$ cat config.mk
export PLATFORM = sky130hd
export DESIGN_NAME = fifo128_sched_flat
export DESIGN_NICKNAME = d
export VERILOG_FILES = /design/src/rtl/fifo128_sched_pkg.sv /design/src/rtl/fifo128_sched_if.sv /design/src/rtl/fifo128_sched_arb.sv /design/src/rtl/fifo128_sched.sv /design/src/flat_wrapper.sv
export SDC_FILE = /design/constraint.sdc
export NUM_CORES = 1
export LEC_CHECK = 0
export CORE_AREA = 2 2 255 257
export CTS_CLUSTER_DIAMETER = 30
export DETAILED_ROUTE_END_ITERATION = 10
export DIE_AREA = 0 0 257 259
export PLACE_DENSITY = 0.34
export RECOVER_POWER = 100
export SLEW_MARGIN = 30
export SYNTH_ARGS = -nofsm -noshare
export SYNTH_HDL_FRONTEND = slang
export SYNTH_SLANG_ARGS = --single-unit
$ cat constraint.sdc
create_clock -name clk -period 4.11 [get_ports clk]
set_input_delay 0.411 -clock clk [delete_from_list [all_inputs] [get_ports clk]]
set_output_delay 0.411 -clock clk [all_outputs]
set_load 0.01 [all_outputs]
$ cat src/rtl/fifo128_sched_pkg.sv
// Shared constants and read-FSM encoding for the fifo128_sched block.
package fifo128_sched_pkg;
  localparam int DATA_W        = 128;
  localparam int FIFO_DEPTH    = 8;
  localparam int FIFO_FULL_LVL = FIFO_DEPTH - 1;

  typedef enum logic [1:0] {
    ST_IDLE  = 2'd0,
    ST_FETCH = 2'd1,
    ST_HOLD  = 2'd2
  } rd_state_e;
endpackage

$ cat src/rtl/fifo128_sched_if.sv
// Requester, FIFO and AES-side signals of fifo128_sched; slave = scheduler side.
interface fifo128_sched_if;
  import fifo128_sched_pkg::*;

  logic              req0_valid, req1_valid;
  logic [DATA_W-1:0] req0_data, req1_data;
  logic              req0_ready, req1_ready;
  logic [DATA_W-1:0] fifo_in_data;
  logic              fifo_in_require, fifo_full;
  logic [DATA_W-1:0] fifo_out_data;
  logic              fifo_out_require, fifo_empty;
  logic              aes_valid;
  logic [DATA_W-1:0] aes_data;
  logic              aes_ready;

  modport slave (
    input  req0_valid, req1_valid, req0_data, req1_data,
    input  fifo_full, fifo_out_data, fifo_empty, aes_ready,
    output req0_ready, req1_ready, fifo_in_data, fifo_in_require,
    output fifo_out_require, aes_valid, aes_data
  );

  modport master (
    output req0_valid, req1_valid, req0_data, req1_data,
    output fifo_full, fifo_out_data, fifo_empty, aes_ready,
    input  req0_ready, req1_ready, fifo_in_data, fifo_in_require,
    input  fifo_out_require, aes_valid, aes_data
  );
endinterface

$ cat src/rtl/fifo128_sched_arb.sv
// rr_arb2: 2-way combinational write arbiter. FIFO128_SCHED_FIXED_PRIO_EN selects
// fixed req0 priority (no state); otherwise round-robin on a last-grant bit.
module rr_arb2 (
`ifndef FIFO128_SCHED_FIXED_PRIO_EN
  input  logic       clk,
  input  logic       rst_n,
`endif
  input  logic [1:0] req_i,
  input  logic       en_i,
  output logic [1:0] gnt_o
);
`ifdef FIFO128_SCHED_FIXED_PRIO_EN
  always_comb begin
    gnt_o = 2'b00;
    if (en_i) begin
      if (req_i[0])      gnt_o = 2'b01;
      else if (req_i[1]) gnt_o = 2'b10;
    end
  end
`else
  logic last_q, last_d;  // index of the requester granted most recently

  always_comb begin
    gnt_o = 2'b00;
    if (en_i) begin
      unique case (req_i)
        2'b01:   gnt_o = 2'b01;
        2'b10:   gnt_o = 2'b10;
        2'b11:   gnt_o = last_q ? 2'b01 : 2'b10;
        default: gnt_o = 2'b00;
      endcase
    end
    last_d = last_q;
    if (gnt_o[0])      last_d = 1'b0;
    else if (gnt_o[1]) last_d = 1'b1;
  end

  always_ff @(posedge clk or negedge rst_n) begin
    if (!rst_n) last_q <= 1'b1;
    else        last_q <= last_d;
  end
`endif
endmodule

$ cat src/rtl/fifo128_sched.sv
// Two-requester write scheduler into an external FIFO plus a read FSM feeding AES.
// Build option: FIFO128_SCHED_FIXED_PRIO_EN (req0 absolute priority).
module fifo128_sched #(
  parameter int DATA_W = fifo128_sched_pkg::DATA_W
) (
  input logic           clk,
  input logic           rst_n,
  fifo128_sched_if.slave sif
);
  import fifo128_sched_pkg::*;

  logic [1:0] gnt;

  // rst_n gates the combinational outputs so they read zero throughout reset
  rr_arb2 u_arb (
`ifndef FIFO128_SCHED_FIXED_PRIO_EN
    .clk   (clk),
    .rst_n (rst_n),
`endif
    .req_i ({sif.req1_valid, sif.req0_valid}),
    .en_i  (rst_n & ~sif.fifo_full),
    .gnt_o (gnt)
  );

  assign sif.req0_ready      = gnt[0];
  assign sif.req1_ready      = gnt[1];
  assign sif.fifo_in_require = |gnt;
  assign sif.fifo_in_data    = gnt[1] ? sif.req1_data : sif.req0_data;

  rd_state_e         state_q, state_d;
  logic              aes_valid_q, aes_valid_d;
  logic [DATA_W-1:0] aes_data_q, aes_data_d;
  logic              out_req;

  always_comb begin
    state_d     = state_q;
    aes_valid_d = aes_valid_q;
    aes_data_d  = aes_data_q;
    out_req     = 1'b0;
    unique case (state_q)
      ST_IDLE: begin
        if (!sif.fifo_empty) begin
          out_req = 1'b1;
          state_d = ST_FETCH;
        end
      end
      ST_FETCH: begin
        aes_data_d  = sif.fifo_out_data;
        aes_valid_d = 1'b1;
        state_d     = ST_HOLD;
      end
      ST_HOLD: begin
        if (sif.aes_ready) begin
          aes_valid_d = 1'b0;
          if (!sif.fifo_empty) begin
            out_req = 1'b1;
            state_d = ST_FETCH;
          end else begin
            state_d = ST_IDLE;
          end
        end
      end
      default: state_d = ST_IDLE;
    endcase
  end

  always_ff @(posedge clk or negedge rst_n) begin
    if (!rst_n) begin
      state_q     <= ST_IDLE;
      aes_valid_q <= 1'b0;
      aes_data_q  <= '0;
    end else begin
      state_q     <= state_d;
      aes_valid_q <= aes_valid_d;
      aes_data_q  <= aes_data_d;
    end
  end

  assign sif.fifo_out_require = out_req & rst_n;
  assign sif.aes_valid        = aes_valid_q;
  assign sif.aes_data         = aes_data_q;
endmodule

$ cat src/flat_wrapper.sv
// flat-port wrapper written by rule: the top's interface ports become plain ports
module fifo128_sched_flat import fifo128_sched_pkg::*;
#(
  parameter int DATA_W = fifo128_sched_pkg::DATA_W
)
  (clk, rst_n, sif_req0_valid, sif_req1_valid, sif_req0_data, sif_req1_data, sif_fifo_full, sif_fifo_out_data, sif_fifo_empty, sif_aes_ready, sif_req0_ready, sif_req1_ready, sif_fifo_in_data, sif_fifo_in_require, sif_fifo_out_require, sif_aes_valid, sif_aes_data);
  fifo128_sched_if sif_i ();
  input logic clk;
  input logic rst_n;
  input wire logic [$bits(sif_i.req0_valid)-1:0] sif_req0_valid;
  input wire logic [$bits(sif_i.req1_valid)-1:0] sif_req1_valid;
  input wire logic [$bits(sif_i.req0_data)-1:0] sif_req0_data;
  input wire logic [$bits(sif_i.req1_data)-1:0] sif_req1_data;
  input wire logic [$bits(sif_i.fifo_full)-1:0] sif_fifo_full;
  input wire logic [$bits(sif_i.fifo_out_data)-1:0] sif_fifo_out_data;
  input wire logic [$bits(sif_i.fifo_empty)-1:0] sif_fifo_empty;
  input wire logic [$bits(sif_i.aes_ready)-1:0] sif_aes_ready;
  output wire logic [$bits(sif_i.req0_ready)-1:0] sif_req0_ready;
  output wire logic [$bits(sif_i.req1_ready)-1:0] sif_req1_ready;
  output wire logic [$bits(sif_i.fifo_in_data)-1:0] sif_fifo_in_data;
  output wire logic [$bits(sif_i.fifo_in_require)-1:0] sif_fifo_in_require;
  output wire logic [$bits(sif_i.fifo_out_require)-1:0] sif_fifo_out_require;
  output wire logic [$bits(sif_i.aes_valid)-1:0] sif_aes_valid;
  output wire logic [$bits(sif_i.aes_data)-1:0] sif_aes_data;
  assign sif_i.req0_valid = sif_req0_valid;
  assign sif_i.req1_valid = sif_req1_valid;
  assign sif_i.req0_data = sif_req0_data;
  assign sif_i.req1_data = sif_req1_data;
  assign sif_i.fifo_full = sif_fifo_full;
  assign sif_i.fifo_out_data = sif_fifo_out_data;
  assign sif_i.fifo_empty = sif_fifo_empty;
  assign sif_i.aes_ready = sif_aes_ready;
  assign sif_req0_ready = sif_i.req0_ready;
  assign sif_req1_ready = sif_i.req1_ready;
  assign sif_fifo_in_data = sif_i.fifo_in_data;
  assign sif_fifo_in_require = sif_i.fifo_in_require;
  assign sif_fifo_out_require = sif_i.fifo_out_require;
  assign sif_aes_valid = sif_i.aes_valid;
  assign sif_aes_data = sif_i.aes_data;
  fifo128_sched #(.DATA_W(DATA_W)) u_core (.clk(clk), .rst_n(rst_n), .sif(sif_i));
endmodule
### Word level (Yosys, flattened, before mapping)

Index checks and enable logic that the tools add are counted.

* bits in registers: 132
* latch bits: 0
* RAM bits: 0
* memory bits (read-only): 0
* input port bits: 391
* output and inout port bits: 261
* logic and storage cells: 35
* memories kept: 0

* $add $sub $neg: 0
* multiply operators: 0
* divide/modulo/power cells: 0
* magnitude comparators: 0
* equal/unequal tests: 7
* shift-type cells: 0
* mux-type cells: 15
* bitwise operators: 3
* reductions and logical operators: 6

Operators with widths (count)
* 2-to-1 mux 128 bit: 1
* case mux 2 bit (3 select lines): 2
* 2-to-1 mux 2 bit: 4
* == test 2 bit, second input constant: 3
* 2-to-1 mux 1 bit: 6
* == test 2 x 1 -> 1 bit, second input constant: 2
* inequality test 2 bit, second input constant: 2
* case mux 1 bit (2 select lines): 2
* AND reduction 2 bit: 2
* nonzero test 2 bit: 2
* AND 1 bit: 2
* logical NOT 2 bit: 1
* OR reduction 2 bit: 1
* inverter 1 bit: 1

### Longest topological paths before layout

* depth after elaboration: 5
* depth in mapped cells: 5
* gate-level depth less buffers: 3

### Hierarchy

Synthesis repeated with hierarchy kept, for this count alone.

* cells, all modules: 434
* area total of the unflattened synthesis: 6657.6 sq um

Modules (own cells, without submodules)
* fifo128_sched: times used 1, cells each 426, area each 6595.1 sq um, seq. area each 3278.1 sq um
* rr_arb2: times used 1, cells each 8, area each 62.6 sq um, seq. area each 26.3 sq um

### Least setup slack after synthesis

OpenSTA, ideal clock, no wires.

* path kind: input to output
* start point: input port sif_fifo_full
* end point: output port sif_fifo_in_data[100]
* data arrival time: 1.388 ns
* data required time: 3.699 ns
* slack: 2.311 ns
* stages on the path: 5
* path buffers: 2
* cell sequence: nand3b_1 > a21o_1 > buf_12 > buf_12 > mux2_4

* cells in the longest elaborated chain, start to end: 4

RTL lines
* from (decl): RTL line flat_wrapper.sv:14 `input wire logic [$bits(sif_i.fifo_full)-1:0] sif_fifo_full;`
* inverter 1 bit: RTL line fifo128_sched.sv:21 `.en_i (rst_n & ~sif.fifo_full),`
* AND 1 bit: RTL line fifo128_sched.sv:21
* 2-to-1 mux 2 bit: RTL line fifo128_sched_arb.sv:25 `if (en_i) begin`
* 2-to-1 mux 128 bit: RTL line fifo128_sched.sv:28 `assign sif.fifo_in_data = gnt[1] ? sif.req1_data : sif.req0_data;`
* to (decl): RTL line flat_wrapper.sv:20 `output wire logic [$bits(sif_i.fifo_in_data)-1:0] sif_fifo_in_data;`

No other way between the ends.

### Worst setup path in the final report

* start point: input port sif_fifo_full
* end point: output port sif_fifo_in_data[65]

Same word-level chain as after synthesis.

==> metrics.md <==
| Metric | Value |
|---|---|
| Total grt overflow | 0 |
| Avg Vias per Cell | 3.27 |
| Worst Skew | 5.71 ps |
| Endpoints failing setup | 0 |
| Ys Warns | 0 |
| Routed Antenna Nets | 0 |
| Syn Std Cell Area | 7020 um^2 |
| Slew Viols, Final | 0 |
| Core area | 63900 um^2 |
| Largest net degree at the start of global routing | 54 |
| CTS tree | yes |
| Cts bufs inserted | 17 |
| Leading area contributor after synthesis | dfrtp_1 |
| #FFs+latches synth | 132 |
| Synthesized area per cell | 16.1 um^2 |
| Final Cell Area | 14900 um^2 |
| Max Fclk | 283 MHz |
| Layout cells sized above 1 | 0.267 |
| Rel. slew slack | 0.0241 |
| Most numerous cell in the Yosys netlist | mux2_2 |
| Sequential share of the synthesized area | 0.471 |
| CP arrival | 3130 ps |
| Starting density of the core | 0.110 |
| Root buf cell | clkbuf_16 |
| Setup_tns | 0 ps |
| Main flop type after synthesis | dfrtp_1 |
| Initial DRC Count | 183 |
| Die footprint | 66600 um^2 |
| Setup crit start kind | primary input |
| Overall die height | 259 um |
| Layout net count | 1486 |
| Total number of vias | 6453 |
| Initial antenna violation count | 34 |
| RSZ-0062 raised after global routing | false |
| CTS Sinks | 132 |
| HP Class | in2async |
| EDFF count, synth | 0 |
| DP HPWL | 39500 um |
| Synth area leaders | dfrtp_1 47%, mux2_2 25%, mux2_4 22% |
| Post-CTS Setup Inserts | 0 |
| # fillers | 6760 |
| Max VDD drop | 0.000421 V |
| Yosys top cell area share | 0.467 |
| WS Path Type | in2out |
| I/O pins | 652 |
| IO buf count | 651 |
| CTS max path bufs | 2 |
| Syn_nets | 827 |
| DRT Wirelength | 45300 um |
| Hold buffer count at CTS | 0 |
| Chip width | 257 um |
| Growth of design area from synthesis to finish | 113% |
| Leak | 6.06 nW |
| Final min period | 3540 ps |
| DRT Pass-1 Iters | 4 |
| Final hold vios | 0 |
| Worst Path Max Fanout | 42 |
| Post-CTS resize count | 0 |
| Clock slew at reported path FFs | 60 ps |
| Netlist cell types | 19 |
| Synth async-reset ratio | 1.00 |
| Worst Path Required | 3700 ps |
| Number of global-route vias before repair | 6832 |
| CP Capture Type | primary output |
| Routability cong. | 0.863 |
| Maxcap violations | 0 |
| Power per Cell Area | 422 nW/um^2 |
| First-pass GRT wire length | 59800 um |
| Final Cycle Share | 0.861 |
| H-tree depth | 4 |
| Routed WL per cell | 23.0 um |
| Total GRT Usage | 0.133 |
| Status | completed |
| Most instantiated cells after synthesis | 155 x mux2_2, 131 x dfrtp_1, 101 x mux2_4, 11 x buf_12, 11 x buf_4 |
| Row cnt | 93 |
| Worst reg-to-reg path cell count | 5 |
| DRC Markers | 0 |
| R2R Setup Slk | 870 ps |
| Slew at the pin with the worst max-slew slack | 1460 ps |
| Clock Latency Late Sink | 460 ps |
| Placed Area | 14400 um^2 |
| Syn Inst Count | 436 |
-- cell usage in the layout (no fill, tap or decap) --
cell,synthesis,routed
nor2_1,2,2
o21ai_0,1,1
clkbuf_16,0,17
dfrtp_1,131,131
mux2_4,101,101
clkbuf_1,0,9
dlygate4sd3_1,0,202
mux2_2,155,153
clkinvlp_4,0,2
clkbuf_2,0,1
nor2b_1,1,1
mux2_1,0,2
a21oi_1,3,3
nor3_1,1,1
buf_12,11,1
inv_6,0,5
dfstp_2,1,1
nand3b_1,2,2
clkbuf_4,0,1
nand2_1,2,2
a21o_1,2,1
diode_2,0,10
inv_1,4,4
clkdlybuf4s50_1,0,448
buf_4,11,7
a21o_4,0,1
clkinv_4,0,3
clkinv_2,0,3
nor3b_1,1,1
and2_1,1,1
-- power by group --
| group | internal, W | total [W] | switching [W] |
|---|---|---|---|
| Combinational | 0.00170 | 0.00278 | 0.00108 |
| Clock | 0.000772 | 0.00144 | 0.000666 |
| Sequential | 0.00183 | 0.00208 | 0.000253 |
| Total | 0.00430 | 0.00630 | 0.00200 |
-- metal layers --
layer  routed length [um]  up-vias  GRT usage
li1                     -     2917          -
met1                14400     3056      0.122
met2                25500      398      0.260
met3                 4020       76     0.0572
met4                 1320        6     0.0407
met5                   40        -          0
-- through the flow --
stage               setup slack (ps)  hold slack [ps]  std cells   util  total power [W]
floorplan                       2310              115        436      -          0.00321
global placement                1060              464       1930  0.226          0.00521
detailed placement              1020              485       1931  0.226          0.00520
CTS                             1010             20.4       1962  0.234          0.00675
global route                     470              358       1965  0.233          0.00672
finish                           572              273       1972  0.234          0.00630
-- sequential cells by signal (all words and copies together), names as in the netlist --
signal                cells
u_core.sif.aes_data     128
u_core.sif.aes_valid      1
u_core.state_q            2
u_core.u_arb.last_q       1
-- path summary, 6_finish.rpt --
kind                              startpoint                 endpoint
max reg2reg                u_core.state_q[0]  u_core.sif.aes_data[40]
min in group clk                       rst_n      u_core.u_arb.last_q
min reg2reg                u_core.state_q[0]        u_core.state_q[0]
max in group asynchronous              rst_n  u_core.sif.aes_data[46]
max                            sif_fifo_full     sif_fifo_in_data[65]
min                                    rst_n  u_core.sif.aes_data[29]
-- kinds of logic after synthesis --
kind of cell	share of synthesized area
AO/OA/AOI/OAI	0.00499
buffers and inverters	0.0514
flip-flops	0.471
AND/OR/NAND/NOR	0.00785
multiplexers	0.465
-- worst max-delay path: stages --
cell and delay (ps):
clkdlybuf4s50_1 520, nand3b_1 160, a21o_4 350, clkbuf_4 760
mux2_4 350, clkdlybuf4s50_1 490
-- area by class of cell --
class                   count  area, um^2  share of cell area
clock inverters            13         100             0.00671
diodes                     10        25.0             0.00168
clock buffers              18         429              0.0288
repair buffers            668        6620               0.444
multi-input cells         272        3360               0.225
flip-flops and latches    132        3300               0.221
well taps                 855        1070              0.0717
inverters                   4        15.0             0.00101
No activity file was read; power rests on OpenSTA's default activity.
